--- config.mk ---
export PLATFORM = sky130hd
export DESIGN_NAME = fetch_queue_flat
export DESIGN_NICKNAME = d
export VERILOG_FILES = /design/src/rtl/fetch_queue_if.sv /design/src/rtl/fetch_queue.sv /design/src/flat_wrapper.sv
export SDC_FILE = /design/constraint.sdc
export NUM_CORES = 1
export LEC_CHECK = 0
export ABC_AREA = 1
export CAP_MARGIN = 20
export CORE_ASPECT_RATIO = 1.1
export CORE_MARGIN = 4
export CORE_UTILIZATION = 32
export CTS_CLUSTER_DIAMETER = 150
export DETAILED_ROUTE_END_ITERATION = 8
export SETUP_SLACK_MARGIN = 0.1
export SLEW_MARGIN = 20
export SYNTH_ARGS = -nofsm -noshare
export SYNTH_HDL_FRONTEND = slang
export SYNTH_SLANG_ARGS = --single-unit
--- constraint.sdc ---
create_clock -name clk -period 5.9 [get_ports clk]
set_clock_uncertainty 0.15 [all_clocks]
set_input_delay 1.77 -clock clk [delete_from_list [all_inputs] [get_ports clk]]
set_output_delay 1.77 -clock clk [all_outputs]
set_load 0.02 [all_outputs]
--- src/rtl/fetch_queue_if.sv ---
// rtl/fetch_queue_if.sv - fetch/decode handshake bundle for the fetch queue
interface fetch_queue_if #(
  parameter int XLEN  = 64,
  parameter int ILEN  = 32,
  parameter int DEPTH = 4
);
  localparam int CW = $clog2(DEPTH + 1);

  logic            Valid_F;
  logic [XLEN-1:0] PC_F;
  logic [ILEN-1:0] Instr_F;
  logic            Ready_F;
  logic            Flush;
  logic            Stall_D;
  logic            Valid_D;
  logic [XLEN-1:0] PC_D;
  logic [ILEN-1:0] Instr_D;
  logic [CW-1:0]   Count;

  modport master (
    output Valid_F, PC_F, Instr_F, Flush, Stall_D,
    input  Ready_F, Valid_D, PC_D, Instr_D, Count
  );

  modport slave (
    input  Valid_F, PC_F, Instr_F, Flush, Stall_D,
    output Ready_F, Valid_D, PC_D, Instr_D, Count
  );
endinterface

--- src/rtl/fetch_queue.sv ---
// rtl/fetch_queue.sv - circular instruction queue between fetch and decode
module fetch_queue #(
  parameter int              XLEN  = 64,
  parameter int              ILEN  = 32,
  parameter int              DEPTH = 4,
  parameter logic [ILEN-1:0] NOP   = 32'h00000013
) (
  input  logic         clk,
  input  logic         rst,
  fetch_queue_if.slave q
);
  localparam int PW = $clog2(DEPTH);
  localparam int CW = $clog2(DEPTH + 1);

  if (DEPTH < 2 || (DEPTH & (DEPTH - 1)) != 0) begin : g_bad_depth
    $error("fetch_queue: DEPTH must be a power of two and at least 2");
  end

  logic [XLEN-1:0] pc_mem    [DEPTH];
  logic [ILEN-1:0] instr_mem [DEPTH];
  logic [PW-1:0]   rd_ptr;
  logic [PW-1:0]   wr_ptr;
  logic [CW-1:0]   count;
  logic            full;
  logic            valid;
  logic            push;
  logic            pop;

  // Ready ignores Stall_D so decode never combinationally gates fetch.
  assign full  = (count == CW'(DEPTH));
  assign valid = (count != '0);
  assign push  = q.Valid_F & ~full & ~q.Flush;
  assign pop   = valid & ~q.Stall_D & ~q.Flush;

  assign q.Ready_F = ~full;
  assign q.Valid_D = valid;
  assign q.PC_D    = valid ? pc_mem[rd_ptr] : '0;
  assign q.Instr_D = valid ? instr_mem[rd_ptr] : NOP;
  assign q.Count   = count;

  always_ff @(posedge clk or negedge rst) begin
    if (!rst) begin
      rd_ptr <= '0;
      wr_ptr <= '0;
      count  <= '0;
    end else if (q.Flush) begin
      rd_ptr <= '0;
      wr_ptr <= '0;
      count  <= '0;
    end else begin
      if (push) wr_ptr <= wr_ptr + 1'b1;
      if (pop)  rd_ptr <= rd_ptr + 1'b1;
      if (push && !pop)      count <= count + 1'b1;
      else if (pop && !push) count <= count - 1'b1;
    end
  end

  // Payload storage carries no reset; slots are only read below count.
  always_ff @(posedge clk) begin
    if (push) begin
      pc_mem[wr_ptr]    <= q.PC_F;
      instr_mem[wr_ptr] <= q.Instr_F;
    end
  end
endmodule

--- src/flat_wrapper.sv ---
// flat-port wrapper written by rule: the top's interface ports become plain ports
module fetch_queue_flat 
#(
  parameter int              XLEN  = 64,
  parameter int              ILEN  = 32,
  parameter int              DEPTH = 4,
  parameter logic [ILEN-1:0] NOP   = 32'h00000013
)
  (clk, rst, q_Valid_F, q_PC_F, q_Instr_F, q_Flush, q_Stall_D, q_Ready_F, q_Valid_D, q_PC_D, q_Instr_D, q_Count);
  fetch_queue_if #(.XLEN(XLEN), .ILEN(ILEN), .DEPTH(DEPTH)) q_i ();
  input  logic clk;
  input  logic rst;
  input wire logic [$bits(q_i.Valid_F)-1:0] q_Valid_F;
  input wire logic [$bits(q_i.PC_F)-1:0] q_PC_F;
  input wire logic [$bits(q_i.Instr_F)-1:0] q_Instr_F;
  input wire logic [$bits(q_i.Flush)-1:0] q_Flush;
  input wire logic [$bits(q_i.Stall_D)-1:0] q_Stall_D;
  output wire logic [$bits(q_i.Ready_F)-1:0] q_Ready_F;
  output wire logic [$bits(q_i.Valid_D)-1:0] q_Valid_D;
  output wire logic [$bits(q_i.PC_D)-1:0] q_PC_D;
  output wire logic [$bits(q_i.Instr_D)-1:0] q_Instr_D;
  output wire logic [$bits(q_i.Count)-1:0] q_Count;
  assign q_i.Valid_F = q_Valid_F;
  assign q_i.PC_F = q_PC_F;
  assign q_i.Instr_F = q_Instr_F;
  assign q_i.Flush = q_Flush;
  assign q_i.Stall_D = q_Stall_D;
  assign q_Ready_F = q_i.Ready_F;
  assign q_Valid_D = q_i.Valid_D;
  assign q_PC_D = q_i.PC_D;
  assign q_Instr_D = q_i.Instr_D;
  assign q_Count = q_i.Count;
  fetch_queue #(.XLEN(XLEN), .ILEN(ILEN), .DEPTH(DEPTH), .NOP(NOP)) u_core (.clk(clk), .rst(rst), .q(q_i));
endmodule
==> results of run 1 <==
-- logic make-up after synthesis --
| group | after synthesis | share of synthesized area, % |
|---|---|---|
| DFF | 391 | 76.0 |
| xor gates and xnor gates | 1 | 0.0569 |
| adders and majority gates | 5 | 0.455 |
| AOI/OAI and AO/OA | 293 | 9.60 |
| and+or+nand+nor | 416 | 10.3 |
| buffers and inverters | 92 | 3.54 |
-- how the worst max path moves through the flow --
stage / from / endpoint / slack [ns] / cells after the start
after floorplan: q_Valid_F / u_core.instr_mem[0][0] / -0.91 / 4
after global placement: u_core.rd_ptr[0] / q_Instr_D[24] / 1.26 / 6
after detailed placement: u_core.rd_ptr[0] / q_Instr_D[24] / 1.20 / 6
after CTS: u_core.rd_ptr[0] / q_Instr_D[24] / 0.59 / 6
after global routing: u_core.rd_ptr[0] / q_Instr_D[24] / 0.40 / 6
final: u_core.rd_ptr[0] / q_PC_D[48] / 0.66 / 6
-- power breakdown --
group / switching, mW / internal (mW) / total [mW]
Sequential: 0.0967 / 3.23 / 3.33
Combinational: 1.94 / 1.22 / 3.16
Clock: 1.05 / 1.62 / 2.67
-- layer usage --
layer  vias up  GRT usage (%)
met3        45           2.56
met4         0           4.41
met1      4732           18.2
met5         -              0
li1       4627              -
met2       238           23.3
-- state kept, by name, indices dropped and copies added (netlist names) --
register,cells
u_core.wr_ptr,2
u_core.rd_ptr,2
u_core.instr_mem,128
u_core.pc_mem,256
u_core.q.Count,3
-- metrics by stage --
stage / utilization (%) / setup TNS (ns) / instance area [um2]
5_1_grt: 40.6 / 0 / 19400
6_report: 40.6 / 0 / 19400
3_5_place_dp: 37.7 / 0 / 18000
4_1_cts: 40.6 / 0 / 19400
2_1_floorplan: - / -351.10 / 15400
3_3_place_gp: 37.7 / 0 / 18000
-- Yosys cell counts --
master,number,area (um2)
a21oi_1,97,485
buf_1,4,15.0
buf_2,12,60.1
buf_4,18,135
buf_6,13,146
clkbuf_1,12,45.0
clkbuf_2,15,75.1
dfrtp_1,7,175
edfxtp_1,384,11500
fa_1,1,20.0
ha_1,4,50.1
inv_1,14,52.6
inv_2,4,15.0
nand2_1,21,78.8
nand2_4,2,22.5
nand3_2,1,10.0
nand3b_1,1,7.51
nor2_1,390,1460
nor2_2,1,6.26
o21ai_0,112,561
o21ai_1,81,405
o311ai_1,3,26.3
xor2_1,1,8.76
-- final cells by class --
class                   count  area [um2]  share of cell area [%]
clock buffers              49        1080                    5.55
clock inverters            25         332                    1.71
inverters                  18        76.3                   0.393
multi-input cells         715        3180                    16.4
flip-flops and latches    391       11700                    60.4
well taps                 645         807                    4.16
repair buffers            218        2210                    11.4
-- worst max-delay path, cell delays in order, from the launching register on --
cell and delay [ns]:
dfrtp_4 0.92, buf_4 0.54, nor2_1 0.10, nor2_1 0.10, o21ai_0 0.10, a21oi_1 0.25, clkdlybuf4s50_1 0.66
==> flow_metrics.tcl, run 1 <==
set metrics [dict create \
    htree_num_levels 2 \
    antenna_left 0 \
    yosysWarnings 0 \
    initial_core_util_pct 32.3 \
    min_path_type "reg -> reg" \
    nets 1492 \
    power_mw 9.16 \
    cts_resized 0 \
    p_per_area_mw_per_mm2 472 \
    fmax_mhz 191 \
    die_area_mm2 0.0517 \
    diodes 0 \
    avgSynthCellArea_um2 12.9 \
    final_max_slew_viol_count 0 \
    io_pins 202 \
    synth.distinct_cells 23 \
    cp.required_ns 3.98 \
    cts.path.max_buffers 3 \
    area_delta_synth_final_pct 26.0 \
    wl_met3_um 1650 \
    worstSkewPairLatency_ns 0.55 \
    whs_ns 0.415 \
    synthesis.nets 1304 \
    maxCapViolations 0 \
    layout-drive-gt1-share_pct 6.64 \
    p_leak_nw 6.43 \
    hold_viol 0 \
    rsz0062_at_grt "false" \
    grt_antenna_before_repair 0 \
    setup_viol_count_final 0 \
    min_delay_path_depth 2 \
    hold_start "u_core.q.Count[0]" \
    drc 0 \
    dr.pass1.iters 4 \
    slew_headroom_pct 42.5 \
    outcome "finished clean" \
    port-buffer-count 201 \
    finalWorstSetupSlack_ns 0.663 \
    post-place-ws_ns 1.20 \
    hpwl_um 19900 \
    vdd_drop_max_mv 0.436 \
    timing.rr.end "u_core.pc_mem[3][35]" \
    period_needed_ns 5.24 \
    wl_per_cell_um 17.8 \
    cp_max_fo 65 \
    gr-total-overflow 0 \
    crit_arrival_ns 3.32 \
    dr_total_vias 9642 \
    crit_path_start_kind "flip-flop" \
    cts_root_buf "clkbuf_16" \
    met2WireLength_um 18000 \
    path_class "reg -> out" \
    grt_max_degree 94 \
    die_w_um 217 \
    fin_cells 2061 \
    syn_inst 1198 \
    core_mm2 0.0477 \
    end_kind "primary output" \
    ys_seq_elements 391 \
    cts_buffers 42 \
    ys_seq_area_share_pct 76.0 \
    wl_um 36700 \
    grt_pass1_vias 9577 \
    die_y_um 238 \
    r2r_start "u_core.q.Count[0]" \
    postCtsSetupBuffers 0 \
    cts_hold_buf 0 \
    post_drt_via_cell_ratio 4.68 \
    grt_usage_pct 13.8 \
    wl_met1_um 16400 \
    cts_tree "yes" \
    drt_iter0_markers 627 \
    reg2reg_slack_ns 3.34 \
    top_layer_used "met4" \
    rows 84 \
    min_to "u_core.q.Count[0]" \
    dpl.cell_count 1987 \
    tightest_slew_ns 0.863 \
    clock_sinks 391 \
    syn-cell-area_mm2 0.0154 \
    nFillCells 4469 \
    finalCritPeriodShare_pct 88.8 \
    final_common_cell "nor2_1" \
    final_cell_mix "nor2_1, edfxtp_1, clkdlybuf4s50_1" \
    routabilityCongestion 0.720 \
    rr_worst_depth 5 \
    clk_pin_slew_worst_paths_ns 0.06 \
    grt_pass1_wl_um 55900 \
]
(Power assumes the default switching activity.)
==> inputs of run 2 (changes only) <==
- HOLD_SLACK_MARGIN: unset -> 0.15
==> results of run 2 <==
Final layout, timing and power as in run 1 (identical DEF).
